==> src/rtl/weight_ram_writer.sv <==
// rtl/weight_ram_writer.sv - packs streamed weight elements into 9-element words and writes 4-word blocks to the weight RAM
// Optional feature macro: WEIGHT_WR_CHECKSUM_EN builds the running element checksum.
module weight_ram_writer #(
    parameter int         DATA_LEN     = 8,
    parameter int         BASE_STRIDE  = 32,
    parameter int         PHASE_STRIDE = 4,
    parameter logic [3:0] LAYER0       = 4'd0,
    parameter logic [3:0] LAYER1       = 4'd1,
    parameter logic [3:0] LAYER2       = 4'd2,
    parameter logic [3:0] LAYER3       = 4'd3,
    parameter logic [3:0] AFFINE       = 4'd4
) (
    input  logic                    clk,
    input  logic                    rst,
    input  logic                    start,
    input  logic [3:0]              cs,
    input  logic [2:0]              phase,
    input  logic                    in_valid,
    input  logic [DATA_LEN-1:0]     in_data,
    output logic                    in_ready,
    output logic                    ram_we,
    output logic [7:0]              ram_addr,
    output logic [9*DATA_LEN-1:0]   ram_wdata,
    output logic                    busy,
    output logic                    done,
    output logic                    err,
    output logic [15:0]             checksum
);

    localparam int WORD_W = 9 * DATA_LEN;

    typedef enum logic [1:0] {IDLE, FILL, WRITE, DONE} state_t;

    state_t            state;
    logic [7:0]        base;
    logic [1:0]        wcnt;
    logic [3:0]        ecnt;
    logic [WORD_W-1:0] word_buf;
    logic [WORD_W-1:0] word_next;
    logic              cs_mapped;
    logic [2:0]        region;
    logic [7:0]        start_base;
    logic              accept_start;
    logic              take;

    always_comb begin
        cs_mapped = 1'b1;
        region    = 3'd0;
        if (cs == LAYER0)      region = 3'd0;
        else if (cs == LAYER1) region = 3'd1;
        else if (cs == LAYER2) region = 3'd2;
        else if (cs == LAYER3) region = 3'd3;
        else if (cs == AFFINE) region = 3'd4;
        else                   cs_mapped = 1'b0;
        start_base = 8'(32'(region) * BASE_STRIDE + 32'(phase) * PHASE_STRIDE);
    end

    assign accept_start = (state == IDLE) && start && cs_mapped;
    assign take         = (state == FILL) && in_valid && in_ready;

    // Slot ecnt of the word under construction receives the current element.
    always_comb begin
        word_next = word_buf;
        for (int i = 0; i < 9; i++) begin
            if (ecnt == 4'(i)) word_next[i*DATA_LEN +: DATA_LEN] = in_data;
        end
    end

    always_ff @(posedge clk) begin
        if (rst) begin
            state     <= IDLE;
            base      <= 8'd0;
            wcnt      <= 2'd0;
            ecnt      <= 4'd0;
            word_buf  <= '0;
            in_ready  <= 1'b0;
            ram_we    <= 1'b0;
            ram_addr  <= 8'd0;
            ram_wdata <= '0;
            busy      <= 1'b0;
            done      <= 1'b0;
            err       <= 1'b0;
        end else begin
            ram_we <= 1'b0;
            done   <= 1'b0;
            err    <= 1'b0;
            case (state)
                IDLE: begin
                    if (accept_start) begin
                        base     <= start_base;
                        wcnt     <= 2'd0;
                        ecnt     <= 4'd0;
                        word_buf <= '0;
                        busy     <= 1'b1;
                        in_ready <= 1'b1;
                        state    <= FILL;
                    end else if (start) begin
                        err <= 1'b1;
                    end
                end
                FILL: begin
                    if (take) begin
                        word_buf <= word_next;
                        if (ecnt == 4'd8) begin
                            ram_we    <= 1'b1;
                            ram_addr  <= base + {6'd0, wcnt};
                            ram_wdata <= word_next;
                            in_ready  <= 1'b0;
                            state     <= WRITE;
                        end else begin
                            ecnt <= ecnt + 4'd1;
                        end
                    end
                end
                WRITE: begin
                    if (wcnt == 2'd3) begin
                        busy  <= 1'b0;
                        done  <= 1'b1;
                        state <= DONE;
                    end else begin
                        wcnt     <= wcnt + 2'd1;
                        ecnt     <= 4'd0;
                        in_ready <= 1'b1;
                        state    <= FILL;
                    end
                end
                DONE: begin
                    state <= IDLE;
                end
                default: begin
                    state <= IDLE;
                end
            endcase
        end
    end

`ifdef WEIGHT_WR_CHECKSUM_EN
    always_ff @(posedge clk) begin
        if (rst)               checksum <= 16'd0;
        else if (accept_start) checksum <= 16'd0;
        else if (take)         checksum <= checksum + 16'(in_data);
    end
`else
    assign checksum = 16'd0;
`endif

endmodule
==> config.mk <==
export PLATFORM = sky130hd
export DESIGN_NAME = weight_ram_writer
export DESIGN_NICKNAME = d
export VERILOG_FILES = /design/src/rtl/weight_ram_writer.sv
export SDC_FILE = /design/constraint.sdc
export NUM_CORES = 1
export LEC_CHECK = 0
export BUFFER_PORTS_ARGS = -buffer_cell sky130_fd_sc_hd__buf_4
export CAP_MARGIN = 20
export CORE_ASPECT_RATIO = 1.1
export CORE_MARGIN = 2
export CORE_UTILIZATION = 59
export CTS_CLUSTER_SIZE = 10
export DETAILED_ROUTE_END_ITERATION = 10
export PLACE_DENSITY_LB_ADDON = 0.05
export RECOVER_POWER = 50
export SYNTH_ARGS = -nofsm -noshare
export SYNTH_HDL_FRONTEND = slang
export SYNTH_SLANG_ARGS = --single-unit
==> constraint.sdc <==
create_clock -name clk -period 3.4 [get_ports clk]
set_input_delay 0.68 -clock clk [delete_from_list [all_inputs] [get_ports clk]]
set_output_delay 0.68 -clock clk [all_outputs]
set_load 0.1 [all_outputs]
Word-level counts from Yosys, hierarchy flattened
Cells that the tools add are included.
{"block": "totals", "reg_bits": 173, "in_bits": 19, "out_inout_bits": 101, "elab_cells": 108}
{"block": "op_classes", "add_sub_neg": 4, "n_eq_ne": 22, "muxes": 45, "bitwise": 4, "reduce_logical": 21}
{"op": "$mux W72", "count": 2}
{"op": "$pmux W72 S2", "count": 1}
{"op": "$mux W8", "count": 9}
{"op": "$eq A4 B3 Y1 const B", "count": 5}
{"op": "$eq A4 B2 Y1 const B", "count": 4}
{"op": "$mux W4", "count": 4}
{"op": "$mux W3", "count": 5}
{"op": "$reduce_and A3 Y1", "count": 5}
{"op": "$mux W1", "count": 13}
{"op": "$mux W2", "count": 6}
{"op": "$pmux W4 S3", "count": 1}
{"op": "$ne A2 B2 Y1 const B", "count": 5}
{"op": "$reduce_and A5 Y1", "count": 2}
{"op": "$add A8 B2 Y8", "count": 1}
{"op": "$add A8 B5 Y8", "count": 1}
{"op": "$eq A4 B1 Y1 const B", "count": 2}
{"op": "$logic_not A4 Y1", "count": 2}
{"op": "$pmux W2 S4", "count": 1}
{"op": "$eq A2 B2 Y1 const B", "count": 3}
{"op": "$reduce_or A3 Y1", "count": 2}
{"op": "$add A4 B1 Y4 const B", "count": 1}
{"op": "$eq A4 B4 Y1 const B", "count": 1}
{"op": "$logic_and A1 B1 Y1", "count": 4}
{"op": "$not A1 Y1", "count": 4}
{"op": "11 further kinds", "count": 12}

Longest topological paths before layout
Gate-level depths: netlist (run 1).
{"block": "depth", "ltp_word": 9, "depth_mapped": 8, "mapped_depth_nobuf": 6}

Worst setup path before layout (run 1)
Ideal clock, no wire load.
{"block": "synth_path", "path_type": "register to register", "start": "reg in_ready", "end": "reg ram_addr[0]", "setup_ns": 0.132, "t_arrival_ns": 2.176, "t_required_ns": 3.268, "slack_ns": 1.092, "stages_incl_launch_ff": 7, "n_path_buf": 2, "synth_period_minus_slack_ns": 2.308, "cell_sequence": "dfxtp_1 nand4b_1 or2_2 clkbuf_1 clkbuf_1 nand2_1 a21oi_1"}
{"block": "synth_via", "elab_chain_len": 2}
{"element": "from (decl)", "line": "20", "text": "output logic in_ready,"}
{"element": "from (signal assigned)", "line": "76", "text": "in_ready <= 1'b0;"}
{"element": "from (signal assigned)", "line": "95", "text": "in_ready <= 1'b1;"}
{"element": "from (signal assigned)", "line": "108", "text": "in_ready <= 1'b0;"}
{"element": "$logic_and A1 B1 Y1", "line": "59", "text": "assign take = (state == FILL) && in_valid && in_ready;"}
{"element": "$reduce_and A3 Y1 (no line)"}
{"element": "to (signal assigned)", "line": "106", "text": "ram_addr <= base + {6'd0, wcnt};"}
{"element": "to (decl)", "line": "22", "text": "output logic [7:0] ram_addr,"}
No other way between the ends.
A chain may end at the register's enable or synchronous reset.

Final worst setup path (run 1)
{"block": "layout_path", "start": "reg in_ready", "end": "out in_ready"}
No word-level cell between the ends.

==> run metrics, run 1 <==
Synth Cell Area 6520 sq um; worst skew pair latency 0.42 ns; # setup viols final 0; Max-slew headroom 0.0143; Die X 104 um; Setup crit start in_ready; GRT Util Overall 0.278; global-route wire length before repair 25900 um; most frequent cells in the layout 163 x dfxtp_1, 89 x clkbuf_1, 73 x nor2_1; Tightest Pin Transition 1.48 ns; post-CTS setup buffer count 0; Yosys cell types 43; Seq/Total Area, Yosys 0.501; CP Launch Type register; Max clock buf depth 2; initial core utilization 0.600; TritonCTS Buffers 17; Comb pwr share 0.055; Total Wirelength 16300 um; proportion of layout cells with a drive suffix above 1 0.0830; number of synthesized flops with an enable pin 0; Async S/R FF share, synth 0; n_diodes 0; CTS tree done; total number of vias 5189; area growth from synthesis to layout 15.8%; R2R Path End ram_wdata[67]; post-synth top area share 0.501; r2r startpoint ecnt[0]; PortBufs 103; Buf/Inv on CP 1; minimum clock period 2.43 ns; element type at the critical path end output port; Detail Placement HPWL 10200 um; clock power share 0.493; I/O pin count 120; P_sw 943 uW; switch share 0.222; delay-heaviest family, CP buffers and inverters; htree depth 4; CP Max Fanout 6; final antenna-violating net count 0; vias in the first global route 5003; Core ar. 10900 sq um; HP Class register to register; initial antenna violation count 0; Die ar. 11900 sq um; Fin Setup TNS 0 ns; Nets 760; CTS Hold Bufs 0; VDD IR max 0.319 mV; DR WL/cell 18.2 um; Clock Sink Count 163; Post-synth top flop dfxtp_1; Core Rows 40; Power Dens Cells 564 nW/um^2; DRC 0; RSZ-0062 raised after global routing no; most common cell after layout, fill and taps aside dfxtp_1; Clock Skews 0.0106 ns; critical path depth in cells 1; Arr. time, crit path 1.75 ns; Synth area leader dfxtp_1; fmax 0.412 GHz; CTS root buf clkbuf_16; Synth area leaders dfxtp_1 50%, mux2i_1 10%, o2bb2ai_1 8.6%, a211oi_1 7.4%, nor2_1 4.3%; post-DR vias/cell 5.80; critical-path cell list clkbuf_1; Tcrit/Tclk final 0.714; pin count of the biggest net entering global routing 145; count of mapped cells out of synthesis 663; final hold violations 0; CP max-delay cell clkbuf_1; WS Path Type register to output port; cts repair resizes 0; Critical Path RT 2.72 ns; flops & latches, synth 163; fin util 0.695; DRT Pass-1 Iters 5; Avg Cell Area, Syn 9.83 sq um; MaxCap Viol Count 0; hold slack 0.455 ns; Int Pwr 3310 uW; gr ovfl total 0; biggest cell delay along the critical path 0.89 ns; reg2reg setup slack 1.20 ns; GPL Wtd Cong 0.804; clock transition at the registers of the reported paths 0.06 ns; Reg2Reg Depth 6; Die Ht 114 um; 1st-iter DRT viols 328; leakage 0.00267 uW; final slew viol count 0; fillers 939; Yosys Warn Count 0; Critical Path Sink in_ready; sequential power share 0.452; status finished clean
==> area by class of cell <==
type	count	area, sq um	area share
sequential	163	3260	0.432
multi-input combinational	440	2920	0.387
timing repair buffer	111	517	0.0685
clock buffer	22	474	0.0628
tap	147	184	0.0244
clock inverter	8	174	0.0230
inverter	3	11.3	0.00149
==> stage by stage <==
step / power (uW) / instance area [sq um] / cells / setup slack (ns)
finish: 4260 / 7550 / 894 / 0.972
global route: 4370 / 7550 / 894 / 0.913
CTS: 4270 / 7900 / 894 / 1.30
detailed placement: 2200 / 7250 / 864 / 1.16
global placement: 2200 / 7250 / 864 / 1.22
floorplan: 2160 / 6570 / 678 / 1.09
==> flip-flops by register name, indices dropped and copies added (netlist names), 2 cells and up <==
register,count
ram_addr,8
state,2
wcnt,2
ram_wdata,72
word_buf,64
ecnt,4
base,6
==> worst reg2reg max path: stages, from the launching register on <==
cell	delay [ns]
dfxtp_1	0.38
inv_1	0.11
ha_1	0.24
nand3b_1	0.29
or2_0	0.77
nand2_1	0.15
a21oi_1	0.17
==> Yosys cell counts (2+ instances only) <==
cell       instances
nand3b_1           6
o21ai_0            5
nand2_1           62
dfxtp_1          163
a211oi_1          64
buf_2             23
clkbuf_1          26
nand3_1            3
nor3b_1            6
nor2_1            74
a21oi_1           28
a21oi_2            8
nand2b_1           9
mux2i_1           65
buf_4             16
a221oi_1           2
a22oi_1            2
buf_1              6
or2_2              2
inv_1              3
o2bb2ai_1         64
ha_1               5
==> logic make-up (layout without fill, tap and decap cells) <==
group | after synthesis | count (layout) | synth area share
adder cells (fa/ha/maj) | 5 | 5 | 0.00960
XOR/XNOR | 2 | 2 | 0.00269
flip-flops | 163 | 163 | 0.501
buffers and inverters | 75 | 144 | 0.0570
AND/OR/NAND/NOR | 174 | 174 | 0.121
multiplexers | 65 | 65 | 0.0998
AO/OA/AOI/OAI | 178 | 178 | 0.208
other | 1 | 16 | 0.000575
==> worst min path at each step <==
stage,depth (start not counted),endpoint,startpoint,slack (ns)
CTS,2,base[4],base[4],0.46
finish,2,ram_addr[6],ram_addr[6],0.45
detailed placement,1,word_buf[15],word_buf[15],0.45
global placement,1,word_buf[6],word_buf[6],0.44
floorplan,1,word_buf[0],word_buf[0],0.43
global route,2,ram_addr[0],ram_addr[0],0.48
==> routing by layer <==
metal	track usage	up-vias	share of wire
met5	0	-	0
met2	0.464	174	0.48
met3	0.0683	30	0.056
met1	0.353	2480	0.44
met4	0.101	0	0.021
li1	-	2505	-
==> power groups by stage <==
| stage | Clock, uW | Combinational [uW] | Sequential (uW) |
|---|---|---|---|
| CTS | 2110 | 236 | 1920 |
| floorplan | 0 | 177 | 1980 |
| global route | 2200 | 244 | 1920 |
| global placement | 0 | 233 | 1960 |
| detailed placement | 0 | 236 | 1970 |
| finish | 2100 | 233 | 1920 |
Power figures use the tool's default switching activity.
==> inputs of run 2 (changes only) <==
Settings changed: CORE_UTILIZATION 59 to 55.
Clock period 3.4 ns to 2.5 ns, I/O delays scaled along.
==> run 2 against run 1 <==
  * Cell area grew 0.86%
  * Cell count grew 1.1%
  * Combinational power grew 38%
  * Clock skew shrank 0.0038 ns
  * Highest routed layer unchanged
  * Largest power group unchanged
  * Non-clock buffer count grew 6
  * Critical path type is now register to register
==> run metrics, run 2 (same netlist as run 1, synthesis figures left out) <==
CTS tree done (unchanged); post-DR vias/cell 5.68 (was 5.80); Detail Placement HPWL 10300 um (was 10200 um); Clock Skews 0.00674 ns (was 0.0106 ns); PortBufs 103 (unchanged); HP Class primary input to register (was register to register); I/O pin count 120 (unchanged); post-CTS setup buffer count 0 (unchanged); WS Path Type register to register (was register to output port); MaxCap Viol Count 0 (unchanged); DR WL/cell 18.0 um (was 18.2 um); Fin Setup TNS 0 ns (unchanged); final hold violations 0 (unchanged); Total Wirelength 16300 um (about the same); DRT Pass-1 Iters 7 (was 5); vias in the first global route 4718 (was 5003); initial core utilization 0.567 (was 0.600); CP Launch Type register (unchanged); Die X 108 um (was 104 um); n_diodes 0 (unchanged); GPL Wtd Cong 0.830 (was 0.804); Max clock buf depth 2 (unchanged); leakage 0.00271 uW (was 0.00267 uW); CTS root buf clkbuf_16 (unchanged); Max-slew headroom 0.199 (was 0.0143); pin count of the biggest net entering global routing 105 (was 145); total number of vias 5138 (was 5189); cts repair resizes 0 (unchanged); CTS Hold Bufs 0 (unchanged); Nets 766 (was 760); htree depth 4 (unchanged); element type at the critical path end register (was output port); DRC 0 (unchanged); Arr. time, crit path 2.50 ns (was 1.75 ns); clock transition at the registers of the reported paths 0.06 ns (about the same); status finished clean (unchanged); Tightest Pin Transition 1.21 ns (was 1.48 ns); Clock Sink Count 163 (unchanged); Die ar. 12700 sq um (was 11900 sq um); 1st-iter DRT viols 350 (was 328); GRT Util Overall 0.263 (was 0.278); final antenna-violating net count 0 (unchanged); proportion of layout cells with a drive suffix above 1 0.0981 (was 0.0830); Tcrit/Tclk final 0.883; minimum clock period 2.21 ns; most frequent cells in the layout 163 x dfxtp_1, 85 x clkbuf_1, 74 x nor2_1 (was 163 x dfxtp_1, 89 x clkbuf_1, 73 x nor2_1); Die Ht 118 um (was 114 um); initial antenna violation count 0 (unchanged); Core Rows 41 (was 40); biggest regs ram_wdata: 72 flops, word_buf: 64 flops, ram_addr: 8 flops (unchanged); most common cell after layout, fill and taps aside dfxtp_1 (unchanged); RSZ-0062 raised after global routing no (unchanged); Core ar. 11500 sq um (was 10900 sq um); VDD IR max 0.495 mV (was 0.319 mV); gr ovfl total 0 (unchanged); TritonCTS Buffers 17 (unchanged); CP Max Fanout 14 (was 6); fmax 0.453 GHz; Power Dens Cells 770 nW/um^2 (was 564 nW/um^2); max FFs per register 72 (unchanged); most flop-heavy register ram_wdata (unchanged); worst skew pair latency 0.42 ns (about the same); area growth from synthesis to layout 16.8% (was 15.8%); global-route wire length before repair 26000 um (was 25900 um); final slew viol count 0 (unchanged); # setup viols final 0 (unchanged); Critical Path RT 2.79 ns (was 2.72 ns); fin util 0.662 (was 0.695)
run 2: changes by cell type in the layout (fill, tap and decap cells not counted), sizes merged:
cell    delta
clkbuf     -4
clkinv     +3
buf        +8
run 2: per-layer routing:
metal | wire (um) | up-vias | track usage | share of wire
met5 | 0 | - | 0 | 0
met4 | 229 | 0 | 0.0753 | 0.014
met3 | 961 | 25 | 0.0612 | 0.059
met2 | 7860 | 180 | 0.412 | 0.48
met1 | 7220 | 2410 | 0.362 | 0.44
li1 | - | 2523 | - | -
run 2: worst paths after layout:
| path | from | end | slack (ns) | cells past startpoint |
|---|---|---|---|---|
| setup / recovery | state[0] | word_buf[58] | 0.29 | 4 |
| hold / removal | phase[0] | base[2] | 0.34 | 3 |
| setup reg to reg | state[0] | word_buf[58] | 0.29 | 4 |
| hold reg to reg | ram_wdata[67] | ram_wdata[67] | 0.46 | 2 |
run 2: area by class of cell:
class | instances | area (sq um)
clock inverter | 11 | 200
clock buffer | 20 | 467
timing repair buffer | 117 | 569
multi-input combinational | 440 | 2910
inverter | 3 | 11.3
tap | 150 | 188
fill | 973 | 3880
sequential | 163 | 3260
run 2: worst max-delay path, cell delays in order, from the launching register on:
cell and delay, ns:
dfxtp_1 0.44, or4b_1 0.62, o21ai_2 0.56, a21oi_2 0.26, o2bb2ai_1 0.19
run 2: power breakdown:
group / total (uW) / leakage (uW) / internal (uW) / switching [uW]
logic: 321 / 0.00108 / 56.0 / 265
clock network: 2920 / 0.000319 / 1860 / 1070
registers: 2610 / 0.00131 / 2610 / 9.06
run 2: stage by stage:
step                area (sq um)  std cells  worst slack, ns  hold slack (ns)  power, uW
floorplan                   6570        678            0.192            0.432       2930
global placement            7300        873            0.494            0.443       2990
detailed placement          7300        873            0.454            0.450       3000
CTS                         7970        904            0.544            0.327       5880
global route                7610        904            0.210            0.344       6010
finish                      7610        904            0.292            0.336       5860
==> inputs of run 3 (changes only) <==
Settings changed: CORE_ASPECT_RATIO 1.1 to 1.25, CORE_UTILIZATION 55 to 57, CTS_BUF_LIST from default to sky130_fd_sc_hd__clkbuf_8, RECOVER_POWER 50 to 100.
==> run 3 against run 2 <==
  * Worst setup slack better by 0.0044 ns
  * Cell area fell by 4.3%
  * Cell count shrank 1.5%
  * Maximum frequency rose by 0.20%
  * Total power shrank 20%
  * Clock power shrank 40%
==> run metrics, run 3 (same netlist as run 1, synthesis figures left out) <==
status finished clean (unchanged); MaxCap Viol Count 0 (unchanged); n_diodes 0 (unchanged); CP max-delay cell clkbuf_1 (was or4b_1); leakage 0.00262 uW (was 0.00271 uW); Die X 99.6 um (was 108 um); M1 GR Usage 0.323 (was 0.362); final slew viol count 0 (unchanged); Tcrit/Tclk final 0.882 (was 0.883); Power Dens Cells 643 nW/um^2 (was 770 nW/um^2); initial core utilization 0.585 (was 0.567); 1st-iter DRT viols 335 (was 350); VDD IR max 0.334 mV (was 0.495 mV); gr busiest metal met2 (unchanged); Max clock buf depth 2 (unchanged); register area 3260 sq um (unchanged); global-route wire length before repair 25500 um (was 26000 um); PortBufs 103 (unchanged); Clock Sink Count 163 (unchanged); Core Rows 43 (was 41); CTS tree done (unchanged); fmax 0.454 GHz (was 0.453 GHz); switch share 0.258 (was 0.229); clock power share 0.375 (was 0.499); Total Wirelength 16200 um (was 16300 um); post-DR vias/cell 5.73 (was 5.68); delay-heaviest family, CP buffers and inverters (was compound AO/OA/AOI/OAI gates); Critical Path RT 2.00 ns (was 2.79 ns); CP Launch Type register (unchanged); Comb pwr share 0.067 (was 0.055); max FFs per register 72 (unchanged); total number of vias 5101 (was 5138); fin util 0.654 (was 0.662); Tightest Pin Transition 1.18 ns (was 1.21 ns); hold slack 0.297 ns (was 0.336 ns); DRT Pass-1 Iters 6 (was 7); TritonCTS Buffers 17 (unchanged); met2 usage 0.471 (was 0.412); Int Pwr 3470 uW (was 4520 uW); most common cell after layout, fill and taps aside dfxtp_1 (unchanged); GPL Wtd Cong 0.824 (was 0.830); Arr. time, crit path 1.70 ns (was 2.50 ns); # setup viols final 0 (unchanged); Tot Pwr 4680 uW (was 5860 uW); Die ar. 12300 sq um (was 12700 sq um); most frequent cells in the layout 163 x dfxtp_1, 73 x nor2_1, 71 x clkbuf_1 (was 163 x dfxtp_1, 85 x clkbuf_1, 74 x nor2_1); P_sw 1210 uW (was 1340 uW); DR WL/cell 18.2 um (was 18.0 um); element type at the critical path end output port (was register); pin count of the biggest net entering global routing 98 (was 105); Clock Skews 0.0114 ns (was 0.00674 ns); I/O pin count 120 (unchanged); proportion of layout cells with a drive suffix above 1 0.105 (was 0.0981); Max-slew headroom 0.219 (was 0.199); GRT met3 Usage 0.0560 (was 0.0612); RSZ-0062 raised after global routing no (unchanged); cts repair resizes 0 (unchanged); gr ovfl total 0 (unchanged); Nets 768 (was 766); post-CTS setup buffer count 0 (unchanged); most flop-heavy register ram_wdata (unchanged); Detail Placement HPWL 10600 um (was 10300 um); CTS root buf clkbuf_8 (was clkbuf_16); clock transition at the registers of the reported paths 0.08 ns (was 0.06 ns); vias in the first global route 4921 (was 4718); HP Class primary input to register (unchanged); biggest cell delay along the critical path 0.87 ns (was 0.62 ns); GRT Util Overall 0.270 (was 0.263); worst skew pair latency 0.46 ns (was 0.42 ns); final hold violations 0 (unchanged); Fin Setup TNS 0 ns (unchanged); critical-path cell list clkbuf_1 (was or4b_1 > o21ai_2 > a21oi_2 > o2bb2ai_1); initial antenna violation count 0 (unchanged); biggest regs ram_wdata: 72 flops, word_buf: 64 flops, ram_addr: 8 flops (unchanged); Core ar. 11100 sq um (was 11500 sq um); Placed Cells 860 (was 873); final antenna-violating net count 0 (unchanged); fillers 1029 (was 973); DRC 0 (unchanged); WS Path Type register to output port (was register to register); sequential power share 0.558 (was 0.446); CP Max Fanout 2 (was 14); non-filler instance count after layout 890 (was 904); htree depth 4 (unchanged); Buf/Inv on CP 1 (was 0); CTS Hold Bufs 0 (unchanged); area growth from synthesis to layout 11.8% (was 16.8%); minimum clock period 2.20 ns (was 2.21 ns); area of the multi-input gates 2900 sq um (was 2910 sq um); Die Ht 124 um (was 118 um)
[run 3: cell types whose count changed in the layout (fill, tap and decap cells not counted), sizes merged]
cell / previous run / this run
buf: 31 / 36
bufinv: 5 / 1
clkbuf: 106 / 102
clkinv: 3 / 6
inv: 4 / 5
[run 3: area by class of cell]
| class | count | share of cell area |
|---|---|---|
| sequential | 163 | 0.448 |
| tap | 135 | 0.0232 |
| multi-input combinational | 440 | 0.397 |
| inverter | 3 | 0.00155 |
| clock buffer | 19 | 0.0359 |
| clock inverter | 11 | 0.0120 |
| timing repair buffer | 119 | 0.0821 |
[run 3: per-layer routing]
| metal | share of wire | wire (um) |
|---|---|---|
| met5 | 0 | 0 |
| met4 | 0.028 | 447 |
| met3 | 0.056 | 912 |
| met2 | 0.50 | 8040 |
| met1 | 0.42 | 6840 |
[run 3: power by group through the flow]
stage | Sequential (uW) | Combinational (uW) | Clock, uW
after floorplan | 2690 | 241 | 0
after global placement | 2670 | 320 | 0
after detailed placement | 2670 | 324 | 0
after CTS | 2610 | 325 | 1770
after global routing | 2610 | 333 | 1860
final | 2610 | 315 | 1760
[run 3: metrics by stage]
step           setup slack, ns  instance area (sq um)
3_5_place_dp             0.453                   7290
4_1_cts                  0.534                   7640
5_1_grt                  0.215                   7290
2_1_floorplan            0.192                   6570
6_report                 0.296                   7290
3_3_place_gp             0.504                   7290
[run 3: path summary, 6_finish.rpt]
| kind | start | end | slack, ns | cells after the start |
|---|---|---|---|---|
| worst max-delay path | ram_addr[0] | ram_addr[0] | 0.30 | 1 |
| worst min-delay path | phase[1] | base[3] | 0.30 | 3 |
| worst max register to register | state[0] | word_buf[17] | 0.33 | 4 |
| worst min register to register | ram_addr[7] | ram_addr[7] | 0.46 | 2 |
